[config.mk]
export PLATFORM = sky130hd
export DESIGN_NAME = direction_queue
export DESIGN_NICKNAME = d
export VERILOG_FILES = /design/src/rtl/snake_pkg.sv /design/src/rtl/dir_fifo.sv /design/src/rtl/direction_queue.sv
export SDC_FILE = /design/constraint.sdc
export NUM_CORES = 1
export LEC_CHECK = 0
export CAP_MARGIN = 15
export CORE_MARGIN = 1.5
export CORE_UTILIZATION = 45
export CTS_CLUSTER_DIAMETER = 100
export CTS_CLUSTER_SIZE = 20
export DETAILED_ROUTE_END_ITERATION = 8
export PLACE_DENSITY = 0.67
export SKIP_LAST_GASP = 1
export SLEW_MARGIN = 25
export SYNTH_ARGS = -nofsm -noshare
export SYNTH_HDL_FRONTEND = slang
export SYNTH_SLANG_ARGS = --single-unit
[constraint.sdc]
create_clock -name clock -period 6.7 [get_ports clock]
set_input_delay 1.675 -clock clock [delete_from_list [all_inputs] [get_ports clock]]
set_output_delay 1.675 -clock clock [all_outputs]
set_load 0.03 [all_outputs]
[src/rtl/snake_pkg.sv]
// Shared snake-game types: heading encoding, queue FSM states, opposite-direction helper.
package snake_pkg;

  typedef enum logic [1:0] {
    DIR_UP    = 2'b00,
    DIR_DOWN  = 2'b01,
    DIR_LEFT  = 2'b10,
    DIR_RIGHT = 2'b11
  } dir_e;

  typedef enum logic {
    S_WAIT = 1'b0,
    S_RUN  = 1'b1
  } dirq_state_e;

  // Opposite headings differ only in the LSB.
  function automatic dir_e opposite(input dir_e d);
    return dir_e'({d[1], ~d[0]});
  endfunction

endpackage

[src/rtl/dir_fifo.sv]
// Circular direction FIFO (power-of-two DEPTH); supports push and pop in the same cycle,
// including a push into a full queue when a pop frees the slot.
module dir_fifo
  import snake_pkg::*;
#(
  parameter int DEPTH = 4
) (
  input  logic                         clock,
  input  logic                         reset,
  input  logic                         push,
  input  dir_e                         push_data,
  input  logic                         pop,
  output dir_e                         head_data,
  output dir_e                         tail_data,
  output logic [$clog2(DEPTH+1)-1:0]   count,
  output logic                         full,
  output logic                         empty
);

  localparam int PW = $clog2(DEPTH);
  localparam int CW = $clog2(DEPTH+1);

  dir_e          mem [DEPTH];
  logic [PW-1:0] rd_ptr;
  logic [PW-1:0] wr_ptr;
  logic          do_push;
  logic          do_pop;

  assign full      = (count == CW'(DEPTH));
  assign empty     = (count == '0);
  assign do_pop    = pop && !empty;
  assign do_push   = push && (!full || do_pop);
  assign head_data = mem[rd_ptr];
  assign tail_data = mem[wr_ptr - PW'(1)];

  always_ff @(posedge clock) begin
    if (reset) begin
      rd_ptr <= '0;
      wr_ptr <= '0;
      count  <= '0;
    end else begin
      if (do_push) begin
        mem[wr_ptr] <= push_data;
        wr_ptr      <= wr_ptr + PW'(1);
      end
      if (do_pop) begin
        rd_ptr <= rd_ptr + PW'(1);
      end
      case ({do_push, do_pop})
        2'b10:   count <= count + CW'(1);
        2'b01:   count <= count - CW'(1);
        default: count <= count;
      endcase
    end
  end

endmodule

[src/rtl/direction_queue.sv]
// Snake heading queue: filters one-shot presses, buffers them, and pops one per game tick.
// Optional macro DIRQ_REVERSAL_FILTER_EN rejects presses opposite to the reference heading.
module direction_queue
  import snake_pkg::*;
#(
  parameter int DEPTH = 4
) (
  input  logic                        clock,
  input  logic                        reset,
  input  logic                        up_in,
  input  logic                        down_in,
  input  logic                        left_in,
  input  logic                        right_in,
  input  logic                        tick_in,
  output logic [1:0]                  dir_out,
  output logic                        move_out,
  output logic [$clog2(DEPTH+1)-1:0]  count_out,
  output logic                        overflow_out,
  output logic                        running_out
);

  dirq_state_e state;
  dir_e        dir_q;
  dir_e        cand;
  logic        cand_valid;
  dir_e        ref_dir;
  dir_e        head_dir;
  dir_e        tail_dir;
  logic        fifo_full;
  logic        fifo_empty;
  logic        accept;
  logic        pop_req;
  logic        push_fire;
  logic        overflow_evt;

  always_comb begin
    cand_valid = 1'b1;
    cand       = DIR_UP;
    case ({up_in, down_in, left_in, right_in})
      4'b1000: cand = DIR_UP;
      4'b0100: cand = DIR_DOWN;
      4'b0010: cand = DIR_LEFT;
      4'b0001: cand = DIR_RIGHT;
      default: cand_valid = 1'b0;
    endcase
  end

  // Compare against the newest queued heading so back-to-back presses filter correctly.
  assign ref_dir = fifo_empty ? dir_q : tail_dir;

  always_comb begin
    accept = cand_valid && (cand != ref_dir);
`ifdef DIRQ_REVERSAL_FILTER_EN
    if (cand == opposite(ref_dir)) accept = 1'b0;
`endif
  end

  assign pop_req      = (state == S_RUN) && tick_in && !fifo_empty;
  assign push_fire    = accept && (!fifo_full || pop_req);
  assign overflow_evt = accept && fifo_full && !pop_req;

  dir_fifo #(.DEPTH(DEPTH)) u_fifo (
    .clock     (clock),
    .reset     (reset),
    .push      (push_fire),
    .push_data (cand),
    .pop       (pop_req),
    .head_data (head_dir),
    .tail_data (tail_dir),
    .count     (count_out),
    .full      (fifo_full),
    .empty     (fifo_empty)
  );

  always_ff @(posedge clock) begin
    if (reset) begin
      state        <= S_WAIT;
      dir_q        <= DIR_RIGHT;
      move_out     <= 1'b0;
      overflow_out <= 1'b0;
    end else begin
      move_out <= (state == S_RUN) && tick_in;
      if (pop_req) dir_q <= head_dir;
      if (overflow_evt) overflow_out <= 1'b1;
      if (state == S_WAIT && push_fire) state <= S_RUN;
    end
  end

  assign dir_out     = dir_q;
  assign running_out = (state == S_RUN);

endmodule

Word level (Yosys, flattened, before mapping)
Memories as Yosys holds them, arrays and structs flattened. A register that Yosys moved wholly into a read port is not among the register bits.
Index checks and enable logic that the tools add are counted.

cells by class
  bitwise gates (word level) = 1
  mux-type cells = 7
  reduce and logical (&&, ||, !) cells = 17
  add/subtract/negate cells = 5
  equality and inequality tests = 8

operators with widths
  operator               number
  $logic_and A1 B1 Y1    9
  $pmux W2 S3            1
  $pmux W3 S2            1
  $add A2 B1 Y2 const B  2
  $eq A4 B1 Y1 const B   1
  $eq A4 B2 Y1 const B   1
  $eq A4 B3 Y1 const B   1
  $eq A4 B4 Y1 const B   1
  $mux W1                4
  $reduce_or A4 Y1       1
  $add A3 B1 Y3 const B  1
  $eq A3 B3 Y1 const B   1
  $logic_not A1 Y1       3
  $logic_not A3 Y1       1
  $sub A3 B1 Y3 const B  1
  $eq A2 B1 Y1 const B   1
  $eq A2 B2 Y1 const B   1
  $logic_or A1 B1 Y1     2
  $mux W2                1
  $ne A2 B2 Y1           1
  $reduce_bool A2 Y1     1
  $sub A2 B1 Y2 const B  1
  $not A1 Y1             1

word-level totals
  bits of input ports = 7
  memory bits (writable) = 8
  word-level logic and storage cells = 45
  memories = 1
  bits in registers = 10

memory list
  memory      depth  bits a word  read ports  clocked after memory_dff  wr ports  RTL line        RTL
  u_fifo.mem  4      2            2           1                         1         dir_fifo.sv:23  dir_e mem [DEPTH];

Logic depth before layout (Yosys ltp)
Gate-level depths: netlist (run 1).
An unclocked memory read counts as a cell.

  depth in word-level cells = 10
  mapped depth = 13

Hierarchy
From an unflattened synthesis (run 1), not the netlist that was laid out.

unflattened totals
  cells, all modules = 114
  area total of the unflattened synthesis = 1,287.5 um^2

by module, submodules not included
  module           times used  cells an instance  area an instance (um^2)
  dir_fifo         1           79                 945.9
  direction_queue  1           35                 341.6

Worst setup path after synthesis (run 1)
No wires, ideal clock.

  kind = in2reg
  start = input left_in
  end = register u_fifo.count[2]
  cell stages on the path = 13
  data required time = 6.629 ns
  buffers on the path = 2
  slack = 2.589 ns
  data arrival time = 4.040 ns
  cell sequence = buf_4 -> xnor2_1 -> or3_4 -> xnor2_1 -> nor3_1 -> or4_4 -> buf_6 -> ha_1 -> inv_1 -> fa_1 -> xor2_1 -> or3_1 -> a21oi_1

between the ends
  cells in the longest elaborated chain, start to end = 8

RTL lines
  item                                                      RTL line                                      RTL
  from (decl)                                               direction_queue.sv:12                         input logic left_in,
  $eq A4 B1 Y1, or another cell as far along                direction_queue.sv:39                         case ({up_in, down_in, left_in, right_in})
  $pmux W2 S3 / $reduce_or A4 Y1 (equally long branches)    n/a
  $ne A2 B2 Y1 / $mux W1 (equally long branches)            direction_queue.sv:52, direction_queue.sv:39
  $logic_and A1 B1 Y1 (*)                                   direction_queue.sv:52                         accept = cand_valid && (cand != ref_dir);
  $logic_and A1 B1 Y1 (*)                                   direction_queue.sv:59                         assign push_fire = accept && (!fifo_full || pop_req);
  $logic_and A1 B1 Y1 (*)                                   dir_fifo.sv:32                                assign do_push = push && (!full || do_pop);
  $eq A2 B1 Y1 / $eq A2 B2 Y1 (equally long branches)       dir_fifo.sv:49                                case ({do_push, do_pop})
  $pmux W3 S2 / $reduce_bool A2 Y1 (equally long branches)  n/a
  to (signal assigned)                                      dir_fifo.sv:50                                2'b10: count <= count + CW'(1);
  to (signal assigned)                                      dir_fifo.sv:51                                2'b01: count <= count - CW'(1);
  to (signal assigned)                                      dir_fifo.sv:52                                default: count <= count;
  to (decl)                                                 dir_fifo.sv:15                                output logic [$clog2(DEPTH+1)-1:0] count,

Mark *: on every way between the ends. The rest lies on a longest branch, timed or not.
A chain may end at the register's enable or synchronous reset.

Final worst setup path (run 1)
  start = input right_in
  end = register u_fifo.count[2]

between the ends
  cells in the longest elaborated chain, start to end = 8

RTL lines
  item                                                      RTL line                                      RTL
  from (decl)                                               direction_queue.sv:13                         input logic right_in,
  $eq A4 B1 Y1, or another cell as far along                direction_queue.sv:39
  $pmux W2 S3 / $reduce_or A4 Y1 (equally long branches)    n/a
  $ne A2 B2 Y1 / $mux W1 (equally long branches)            direction_queue.sv:52, direction_queue.sv:39
  $logic_and A1 B1 Y1 (*)                                   direction_queue.sv:52
  $logic_and A1 B1 Y1 (*)                                   direction_queue.sv:59
  $logic_and A1 B1 Y1 (*)                                   dir_fifo.sv:32
  $eq A2 B1 Y1 / $eq A2 B2 Y1 (equally long branches)       dir_fifo.sv:49
  $pmux W3 S2 / $reduce_bool A2 Y1 (equally long branches)  n/a

Marks and branches as above.

==> flow_metrics.tcl, run 1 <==
set metrics [dict create \
    fin_crit_ns 4.481 \
    die_x_um 53.36 \
    worstPathMaxFanout 9 \
    setup_viol 0 \
    drt-initial-drc-count 13 \
    grt_pass1_wl_um 3187 \
    cts_made_buffers 3 \
    wl_per_cell_um 13.16 \
    period_share_pct 66.88 \
    fin_nets 132 \
    slew_headroom_pct 58.44 \
    end_kind "register" \
    grt_pass1_vias 719 \
    skew_ns 0.005532 \
    setup_tns_ns 0 \
    cts_resized 0 \
    cts-htree-levels 1 \
    synthFlopType "dfxtp_1" \
    seq_area_frac_synth_pct 42.11 \
    fillers 224 \
    wl_um 1947 \
    gp_congestion 0.7611 \
    critPathKind "in2reg" \
    outcome "finished, final reports clean" \
    track_usage_pct 16.13 \
    layout_common_cells "clkdlybuf4s50_1 (14), dfxtp_1 (12), nor2_1 (10)" \
    io_buffers 14 \
    leakagePower_nw 0.4641 \
    irDropWorstVdd_uv 146.3 \
    drc_errors 0 \
    hpwlAfterDp_um 1469 \
    hold_violations 0 \
    final_core_util_pct 54.53 \
    synth_cells 106 \
    hold_class "reg2reg" \
    avgSynthCellArea_um2 10.77 \
    cts_setup_buffers 0 \
    critPathLaunchType "input pin" \
    coreArea_um2 2432 \
    ant_nets 0 \
    postCtsHoldBufs 0 \
    cts.sinks 20 \
    drive_gt1_share_pct 11.02 \
    async_reset_ff_share_pct 0 \
    die_h_um 53.36 \
    multi_input_area_um2 585.6 \
    slew_violations 0 \
    cap_viol_max_count 0 \
    tightest_slew_ns 0.6214 \
    antenna_cells 0 \
    area_delta_synth_final_pct 16.23 \
    worstPathArrival_ns 4.71 \
    vias 777 \
    gr-total-overflow 0 \
    cts_max_path_buffers 2 \
    synth_nets 119 \
    io_pins 15 \
    p_per_area_nw_per_um2 257.7 \
    syn_area_um2 1141 \
    synth_warnings 0 \
    ys_seq_elements 20 \
    row_count 18 \
    fmax_mhz 223.2 \
    yosysUniqueCellTypes 34 \
    vias_per_cell 5.250 \
    clock_latency_ns 0.30 \
    finalWorstSetupSlack_ns 2.219 \
    grt_max_degree 19 \
    cts-root-buf "clkbuf_4" \
    critPathRequiredTime_ns 6.92 \
    cts.clk_slew.worst_paths_ns 0.11 \
    layout_commonest_cell "clkdlybuf4s50_1" \
    synth_edf_count 8 \
    initial_core_util_pct 46.91 \
    rsz0062_at_grt "false" \
    antenna_found_initial 0 \
    pre_cts_ws_ns 1.935 \
    cts_tree "built" \
    drt-pass1-iter-count 4 \
    seqCellArea_um2 480.5 \
    die_area_um2 2847 \
]
synth_stat cells, types with 2 or more instances:
| library cell | instances | share of area, % |
|---|---|---|
| a211o_1 | 2 | 1.5 |
| a21oi_1 | 6 | 2.6 |
| buf_4 | 2 | 1.3 |
| buf_6 | 2 | 2.0 |
| clkbuf_1 | 2 | 0.66 |
| dfxtp_1 | 12 | 21 |
| edfxtp_1 | 8 | 21 |
| ha_1 | 5 | 5.5 |
| inv_1 | 8 | 2.6 |
| mux4_2 | 4 | 7.9 |
| nand2_1 | 2 | 0.66 |
| nand2b_1 | 5 | 2.7 |
| nor2_1 | 10 | 3.3 |
| nor2b_1 | 2 | 1.1 |
| nor3_1 | 2 | 0.88 |
| nor3b_1 | 5 | 3.3 |
| o21ai_0 | 5 | 2.2 |
| xnor2_1 | 5 | 3.8 |
| xor2_1 | 4 | 3.1 |
worst max-delay path: stages:
cell	delay, ns
clkdlybuf4s50_1	0.65
xnor2_1	0.12
or3_4	0.34
xnor2_1	0.14
nor3_1	0.29
or4_4	0.27
ha_1	0.19
inv_1	0.06
fa_1	0.37
xor2_1	0.16
or3_1	0.30
a21oi_1	0.15
registers in the layout, summed over array words and instances, names as in the netlist:
name           count
dir_out            2
move_out           1
overflow_out       1
running_out        1
u_fifo.count       3
u_fifo.mem         8
u_fifo.rd_ptr      2
u_fifo.wr_ptr      2
final cells by class:
type                    instances  area share, %
well taps                      30          2.830
inverters                       8          2.264
multi-input cells              72          44.15
clock buffers                   3          1.698
clock inverters                 1          2.264
repair buffers                 14          10.57
flip-flops and latches         20          36.23
per-stage QoR:
step                      hold WS, ns   power, W  area [µm²]  std cells
final                          0.4712  0.0003417        1326        148
after global routing           0.4944  0.0003615        1326        148
after CTS                      0.4769  0.0003458        1326        148
after detailed placement       0.4600  0.0002479        1274        144
after global placement         0.4504  0.0002444        1274        144
after floorplan                0.4849  0.0002228        1141        106
path summary, 6_finish.rpt:
| path | startpoint | to | slack (ns) | cells after the start |
|---|---|---|---|---|
| max reg2reg | u_fifo.wr_ptr[0]$_SDFFE_PP0P_ | u_fifo.count[2]$_SDFFE_PP0P_ | 3.38 | 12 |
| min reg2reg | running_out$_SDFFE_PP0P_ | running_out$_SDFFE_PP0P_ | 0.47 | 2 |
| max | right_in | u_fifo.count[2]$_SDFFE_PP0P_ | 2.22 | 12 |
| min | running_out$_SDFFE_PP0P_ | running_out$_SDFFE_PP0P_ | 0.47 | 2 |
report_power, final:
group	switching, W	internal [W]	leakage (nW)	total, W
Combinational	0.0000511	0.0000451	0.264	0.0000962
Sequential	0.0000113	0.000137	0.172	0.000148
Clock	0.0000367	0.0000605	0.0279	0.0000972
per-layer routing:
layer	track usage (%)	share of wire, %	vias up
met5	0	0	-
met4	6.410	1.2	0
met3	3.390	2.6	3
met2	28.19	50	11
met1	18.97	46	363
li1	-	-	400
logic make-up after synthesis:
| kind of cell | share of synthesized area, % |
|---|---|
| AOI/OAI and AO/OA | 8.992 |
| xor gates and xnor gates | 6.907 |
| adders and majority gates | 7.237 |
| buffers and inverters | 6.579 |
| DFF | 42.11 |
| muxes | 10.09 |
| and+or+nand+nor | 18.09 |
(Power assumes the default switching activity.)
==> inputs of run 2 (changes only) <==
--- a/config.mk
+++ b/config.mk
@@ -11,7 +11,7 @@
 export CTS_CLUSTER_DIAMETER = 100
 export CTS_CLUSTER_SIZE = 20
 export DETAILED_ROUTE_END_ITERATION = 8
-export PLACE_DENSITY = 0.67
+export PLACE_DENSITY = 0.7
 export SKIP_LAST_GASP = 1
 export SLEW_MARGIN = 25
 export SYNTH_ARGS = -nofsm -noshare
==> constraint.sdc (replaced) <==
create_clock -name clock -period 3.7 [get_ports clock]
set_input_delay 0.925 -clock clock [delete_from_list [all_inputs] [get_ports clock]]
set_output_delay 0.925 -clock clock [all_outputs]
set_load 0.03 [all_outputs]
==> flow_metrics.tcl, run 2 (synthesis gave the netlist of run 1 again) <==
set metrics [dict create \
    outcome "finished, final reports clean" \
    skew_ns 0.002140 \
    cap_viol_max_count 0 \
    crit_slowest_cell "clkdlybuf4s50_1" \
    antenna_found_initial 0 \
    cts.sinks 20 \
    slowest_delay_ns 0.48 \
    cts-htree-levels 1 \
    hold_class "reg2reg" \
    end_kind "register" \
    tightest_slew_ns 0.5991 \
    largest_reg_flops 8 \
    setup_tns_ns 0 \
    cts_setup_buffers 0 \
    track_usage_pct 17.47 \
    period_share_pct 94.19 \
    cts_max_path_buffers 2 \
    io_buffers 14 \
    cts_tree "built" \
    clock_latency_ns 0.29 \
    die_x_um 53.36 \
    wirelength_met1_um 946 \
    row_count 18 \
    ant_nets 0 \
    p_per_area_nw_per_um2 411.6 \
    cts_made_buffers 3 \
    top_register "u_fifo.mem" \
    fin_total_pwr_w 0.0005609 \
    drt-pass1-iter-count 4 \
    coreArea_um2 2432 \
    wl_per_cell_um 13.68 \
    irDropWorstVdd_uv 261.4 \
    initial_core_util_pct 46.91 \
    top_regs "u_fifo.mem (8), u_fifo.count (3)" \
    critPathLaunchType "input pin" \
    cts.clk_slew.worst_paths_ns 0.10 \
    grt_pass1_wl_um 3456 \
    crit_family "simple AND/OR/NAND/NOR gates" \
    dp.cells 152 \
    drt-initial-drc-count 5 \
    dr_wl_met3_um 54 \
    wl_um 2134 \
    path_cells "clkdlybuf4s50_1 > xnor2_1 > or3_4 > xnor2_1 > nor3_1 > or4_4 > ha_1 > inv_1 > fa_1 > xor2_1 > or3_1 > a21oi_1" \
    layout_common_cells "clkdlybuf4s50_1 (13), dfxtp_1 (12), nor2_1 (10)" \
    fin_crit_ns 3.485 \
    worstPathArrival_ns 3.70 \
    gr-total-overflow 0 \
    die_area_um2 2847 \
    hold_violations 0 \
    antenna_cells 0 \
    fin_nets 140 \
    fmax_mhz 287.0 \
    io_pins 15 \
    stdcell_count 156 \
    grt_max_degree 19 \
    slew_violations 0 \
    vias_per_cell 5.353 \
    cp_common_cell "xnor2_1" \
    critPathRequiredTime_ns 3.91 \
    die_h_um 53.36 \
    crit_buf_inv 2 \
    critPathKind "in2reg" \
    layout_commonest_cell "clkdlybuf4s50_1" \
    setup_viol 0 \
    drc_errors 0 \
    vias 835 \
    rsz0062_at_grt "false" \
    drive_gt1_share_pct 15.87 \
    top_layer "met4" \
    leakagePower_nw 0.4995 \
    area_delta_synth_final_pct 19.41 \
    cts-root-buf "clkbuf_4" \
    grt_pass1_vias 763 \
    met2RoutedLength_um 1119 \
    slew_headroom_pct 59.94 \
    worstPathMaxFanout 4 \
    hpwlAfterDp_um 1652 \
    gp_congestion 0.7696 \
]
-- run 2: changes by cell type in the layout (fill, tap and decap cells not counted) --
cell,change
buf_4,+8
bufinv_16,-1
clkbuf_1,+1
clkdlybuf4s50_1,-1
dlymetal6s2s_1,+1
-- run 2: worst reg2reg max path, delay by kind of cell, from the launching register on --
kind	cells	cell delay [ns]
and+or+nand+nor	3	0.75
DFF	1	0.51
AOI/OAI and AO/OA	1	0.16
buffers and inverters	2	0.20
muxes	1	0.33
xor gates and xnor gates	2	0.30
adders and majority gates	3	0.92
-- run 2: final timing paths --
path / from / end / slack, ns / depth (start not counted)
max: left_in / u_fifo.count[2]$_SDFFE_PP0P_ / 0.22 / 12
max reg2reg: u_fifo.wr_ptr[0]$_SDFFE_PP0P_ / u_fifo.count[2]$_SDFFE_PP0P_ / 0.48 / 12
min: running_out$_SDFFE_PP0P_ / running_out$_SDFFE_PP0P_ / 0.47 / 2
min reg2reg: running_out$_SDFFE_PP0P_ / running_out$_SDFFE_PP0P_ / 0.47 / 2
-- run 2: timing repair --
item                                    4_1_cts  5_1_grt
gates resized for setup                       0        1
hold buffers                                  0        0
endpoints found under the setup margin        0        1
-- run 2: layout make-up --
cell class	instances	area [µm²]
fill	219	1070
multi-input combinational	72	585.6
sequential	20	480.5
timing repair buffer	22	202.7
tap	30	37.54
inverter	8	30.03
clock buffer	4	26.28
-- run 2: per-stage QoR --
stage	worst slack, ns	cell area (µm²)	hold slack, ns	util, %
4_1_cts	0.2364	1360	0.4705	55.92
3_5_place_dp	-0.07825	1334	0.4530	54.84
5_1_grt	0.01902	1363	0.5083	56.02
2_1_floorplan	0.3392	1141	0.4849	-
3_3_place_gp	0.02174	1334	0.4508	54.84
6_report	0.2151	1363	0.4671	56.02
-- run 2: power breakdown --
part           switching, W  internal [W]  leakage (nW)  total (W)
Combinational     0.0000972     0.0000918         0.312   0.000189
Clock             0.0000609     0.0000419        0.0150   0.000103
Sequential        0.0000209      0.000248         0.172   0.000269
-- run 2: layer usage --
layer | track usage (%) | up-vias
met5 | 0 | -
met4 | 5.128 | 0
met3 | 4.237 | 2
li1 | - | 416
met2 | 30.25 | 8
met1 | 21.21 | 409
==> RTL edit 1 (settings of run 1) <==
Register the output `count_out`, cleared by the reset; this adds one clock of latency there. The other outputs are not delayed to match.
--- a/src/rtl/direction_queue.sv
+++ b/src/rtl/direction_queue.sv
@@ -20,2 +20,4 @@
 );
+
+  logic [$clog2(DEPTH+1)-1:0] count_d;
 
@@ -69,3 +71,3 @@
     .tail_data (tail_dir),
-    .count     (count_out),
+    .count     (count_d),
     .full      (fifo_full),
@@ -91,2 +93,10 @@
 
+  always_ff @(posedge clock) begin
+    if (reset) begin
+      count_out <= '0;
+    end else begin
+      count_out <= count_d;
+    end
+  end
+
 endmodule
Behaviour: not the same (a bounded check fails within 4 cycles, from zero or initial values and one cycle with reset high).
==> RTL edit 1 against run 1 <==
Area after synthesis grew 6.5%. Fmax grew 1.2%. Critical path depth is the same. Worst setup slack gained 0.055 ns. Final area grew 3.6%. Critical endpoint unchanged. Sequential cell count grew 3. Via count grew 4.8%. Routed wire length is essentially flat. Count of clock-buffer cells in the layout grew 1. Total power shrank 5.7%.
==> RTL edit 1: results (changes against run 1) <==
* DP HPWL at 1490 microns (+1.4%)
* Maximum VDD drop at 0.1333 mV (-8.9%)
* Max Freq at 0.2259 GHz (+1.2%)
* Drt pass-1 iters at 3 (-1)
* Routed len/inst at 12.65 microns (-3.8%)
* Ant diodes at 0 (unchanged)
* Non-Filler Instances at 154 (+4.1%)
* P_leak at 0.4819 nW (+3.8%)
* DR iter-0 viols at 12 (-1)
* Worst slew margin at 54.08% (-4.4 points)
* Post-Synth XOR/XNOR Area at 6.488% (-0.42 points)
* R2R depth at 12 (unchanged)
* Met3 WL at 59 microns (+18%)
* Setup slack at placement at 1.935 ns (+0.0005500 ns)
* Slowest cell on crit path: clkdlybuf4s50_1
* GR Util met3 at 4.032% (+0.64 points)
* Critical Path Source: right_in
* GR Util All Layers at 14.64% (-1.5 points)
* CP arrival at 4.67 ns (-0.04 ns)
* Met2 wire length at 893 microns (-8.2%)
* Outcome: completed
* Post-Synth Adder-Cell Area at 6.797% (-0.44 points)
* Synthesis Warnings at 0 (unchanged)
* Crit path kind: in2reg
* Kind of cell adding the most delay to the critical path: simple AND/OR/NAND/NOR gates
* Ranking of synthesized cells by area: dfxtp_1 25%, edfxtp_1 20%, mux4_2 7.4%, ha_1 5.1%, nor2_1 3.7%
* Mux contribution to synthesized area at 9.475% (-0.61 points)
* Skew final at 0.004102 ns (-0.001430 ns)
* Max clock buf depth at 2 (unchanged)
* Synth Instances at 112 (+5.7%)
* Compound-Gate Fraction of Synth Area at 8.445% (-0.55 points)
* Worst Hold Launch: running_out
* Nets at 138 (+4.5%)
* Met2 usage at 22.62% (-5.6 points)
* R2r setup slk at 3.43 ns (+0.05 ns)
* Syn Nets at 125 (+5.0%)
* Num CTS Buffers at 3 (unchanged)
* Vias in the first global route at 677 (-5.8%)
* Max stage delay on crit path at 0.65 ns (about the same)
* Largest net degree at the start of global routing at 22 (+3)
* Hold path endpoint: running_out
* GPL Wtd Cong at 0.7851 (+3.2%)
* Share of layout cells above drive strength 1 at 9.677% (-1.3 points)
* RR Endpoint: u_fifo.count[2]
* Hold Crit Class: reg2reg
* Asr flop ratio synth at 0% (unchanged)
* Crit path max fanout at 9 (unchanged)
* Fillers at 237 (+5.8%)
* Biggest regs: u_fifo.mem (8), count_out (3), u_fifo.count (3)
* Routing usage on met1 at 19.34% (+0.37 points)
* Detailed-route via count at 814 (+4.8%)
* Clock-pin transition on the worst setup and hold timing paths at ~0.12 ns
* First-pass GRT wire length at 3015 microns (-5.4%)
* Most frequent cells after synthesis: 15 x dfxtp_1, 12 x nor2_1, 8 x edfxtp_1, 8 x inv_1, 6 x a21oi_1
* Wl on met1 at 974 microns (+8.2%)
* Seq/Total Area, Yosys at 44.49% (+2.4 points)
* Number of setup buffers added after CTS at 0 (unchanged)
* Synth cell types at 34 (unchanged)
RTL edit 1: cell types whose count changed in the layout (fill, tap and decap cells not counted):
cell       before  now
bufinv_16       1    0
nor2b_1         2    3
clkbuf_1        0    1
nor2_1         10   12
dfxtp_1        12   15
RTL edit 1: cell type report:
class	instances	area share, %
multi-input combinational	75	43.62
sequential	23	39.34
timing repair buffer	14	10.20
tap	30	2.732
inverter	8	2.186
clock buffer	4	1.913
RTL edit 1: power breakdown:
part	switching, mW	internal [mW]	leakage [nW]	total (mW)
clock network	0.0402	0.0232	0.0150	0.0634
registers	0.0108	0.157	0.197	0.168
logic	0.0483	0.0431	0.270	0.0914
total	0.0993	0.223	0.482	0.322
RTL edit 1: through the flow:
stage / power (mW) / hold WS, ns / instance area [sq um]
floorplan: 0.2409 / 0.4748 / 1215
global placement: 0.2615 / 0.4647 / 1348
detailed placement: 0.2628 / 0.4601 / 1348
CTS: 0.3271 / 0.4791 / 1374
global route: 0.3452 / 0.5138 / 1374
finish: 0.3224 / 0.4738 / 1374
==> RTL edit 2 (config.mk and constraints of run 1) <==
Made on the original files. `DEPTH` is set to 4 in 2 places; all go to 2.
--- a/src/rtl/dir_fifo.sv
+++ b/src/rtl/dir_fifo.sv
@@ -5,3 +5,3 @@
 #(
-  parameter int DEPTH = 4
+  parameter int DEPTH = 2
 ) (
--- a/src/rtl/direction_queue.sv
+++ b/src/rtl/direction_queue.sv
@@ -5,3 +5,3 @@
 #(
-  parameter int DEPTH = 4
+  parameter int DEPTH = 2
 ) (
Ports: changed (resized count_out); port bits go from 15 to 14. No check against the original RTL was run, so the function may have changed too.
==> RTL edit 2 against run 1 <==
Global-route usage increased by 0.92 points. Register-to-register slack improved by 1.1 ns. Sequential share of layout area decreased by 1.2 points. Total power decreased by 45%. Clock skew decreased by 0.0047 ns. Area after synthesis decreased by 38%. Clock power decreased by 51%. Sequential cell count decreased by 7. Worst setup slack improved by 0.86 ns. Final area decreased by 35%. Count of clock-buffer cells in the layout increased by 1. Routed wire length decreased by 31%. Via count decreased by 28%. Largest power group unchanged. Highest routed layer unchanged.
==> RTL edit 2: results (changes against run 1) <==
* Outcome: completed
* Wl on met1 at 614 microns (-32%)
* Hold path endpoint: overflow_out
* Max stage delay on crit path at 0.47 ns (-0.18 ns)
* Post-CTS sizing at 0 (unchanged)
* Clk_lat worst skew at 0.27 ns (-0.03 ns)
* Initial antenna violation count at 0 (unchanged)
* Share of layout cells above drive strength 1 at 13.25% (+2.2 points)
* Ranking of synthesized cells by area: dfxtp_1 26%, edfxtp_1 17%, mux2i_1 5.7%, nor2_1 5.3%, xor2_1 5.0%
* Crit path max fanout at 4 (-5)
* Worst slew margin at 71.95% (+14 points)
* NetSw at 55.25 uW (-44%)
* GPL Wtd Cong at 0.7823 (+2.8%)
* Skew final at 0.0008619 ns (-0.004670 ns)
* Worst hold slack at 0.4766 ns (+0.005346 ns)
* R2r setup slk at 4.50 ns (+1.12 ns)
* Largest net degree at the start of global routing at 12 (-7)
* P_leak at 0.3271 nW (-30%)
* Clock-pin transition on the worst setup and hold timing paths at 0.08 ns (-0.03 ns)
* Vias in the first global route at 540 (-25%)
* Seq/Total Area, Yosys at 42.55% (+0.45 points)
* WL final at 1344 microns (-31%)
* GR Util met3 at 6.466% (+3.1 points)
* Mean Syn Cell Area at 10.23 sq um (-5.0%)
* Met2 usage at 26.46% (-1.7 points)
* GR Util All Layers at 17.05% (+0.92 points)
* Post-CTS Hold Buffers at 0 (unchanged)
* Most frequent cells after synthesis: 10 x nor2_1, 9 x dfxtp_1, 4 x edfxtp_1, 4 x mux2i_1, 4 x xor2_1
* RR Endpoint: u_fifo.count[1]
* Dpl cells at 95 (-34%)
* Met2 wire length at 650 microns (-33%)
* Syn Nets at 77 (-35%)
* Non-Filler Instances at 99 (-33%)
* Vias/cell at 5.657 (+7.7%)
* DP HPWL at 1055 microns (-28%)
* Worst reg2reg path startpoint: u_fifo.count[0]
* Nets at 92 (-30%)
* Routing usage on met1 at 20.64% (+1.7 points)
* Met3 WL at 64 microns (+28%)
* Setup slack at placement at 2.803 ns (+0.8680 ns)
* Max reg flops at 4 (-4)
* First-pass GRT wire length at 2249 microns (-29%)
* Synth cell types at 33 (-2.9%)
* Buffers on Ports at 13 (-1)
* R2R depth at 7 (-5)
* Maximum VDD drop at 0.1115 mV (-24%)
-- RTL edit 2: how the worst max path moves through the flow --
stage                     startpoint         endpoint  slack (ns)  cells past startpoint
after CTS                   right_in  u_fifo.count[1]        3.09                      8
after floorplan             right_in  u_fifo.count[1]        3.44                      7
after global placement       down_in  u_fifo.count[1]        2.85                      8
after global routing        right_in  u_fifo.count[1]        2.97                      8
final                       right_in  u_fifo.count[1]        3.08                      8
after detailed placement    right_in  u_fifo.count[1]        2.80                      8
-- RTL edit 2: cells by family (layout without fill, tap and decap cells) --
| group | count (synthesis) | count (layout) | share of synthesized area (%) |
|---|---|---|---|
| adder cells (fa/ha/maj) | 1 | 1 | 1.773 |
| multiplexers | 4 | 4 | 5.674 |
| AO/OA/AOI/OAI | 11 | 11 | 11.88 |
| AND/OR/NAND/NOR | 29 | 29 | 26.24 |
| buffers and inverters | 5 | 19 | 4.433 |
| flip-flops | 13 | 13 | 42.55 |
| XOR/XNOR | 6 | 6 | 7.447 |
-- RTL edit 2: tightest hold or removal path, cell delays in order (launching register included) --
cell and delay, ns:
dfxtp_1 0.34, a31oi_1 0.04, nor2_1 0.07
-- RTL edit 2: power groups by stage --
stage	sequential (mW)	combinational (mW)	clock, mW
2_1_floorplan	0.0970	0.0323	0
3_3_place_gp	0.0945	0.0466	0
5_1_grt	0.0940	0.0517	0.0539
4_1_cts	0.0929	0.0478	0.0508
3_5_place_dp	0.0947	0.0475	0
6_report	0.0930	0.0475	0.0479
-- RTL edit 2: final cells by class --
| cell class | instances | area, sq um |
|---|---|---|
| clock buffer | 4 | 26.28 |
| fill | 137 | 630.6 |
| inverter | 2 | 7.507 |
| multi-input combinational | 51 | 374.1 |
| sequential | 13 | 300.3 |
| tap | 16 | 20.02 |
| timing repair buffer | 13 | 130.1 |
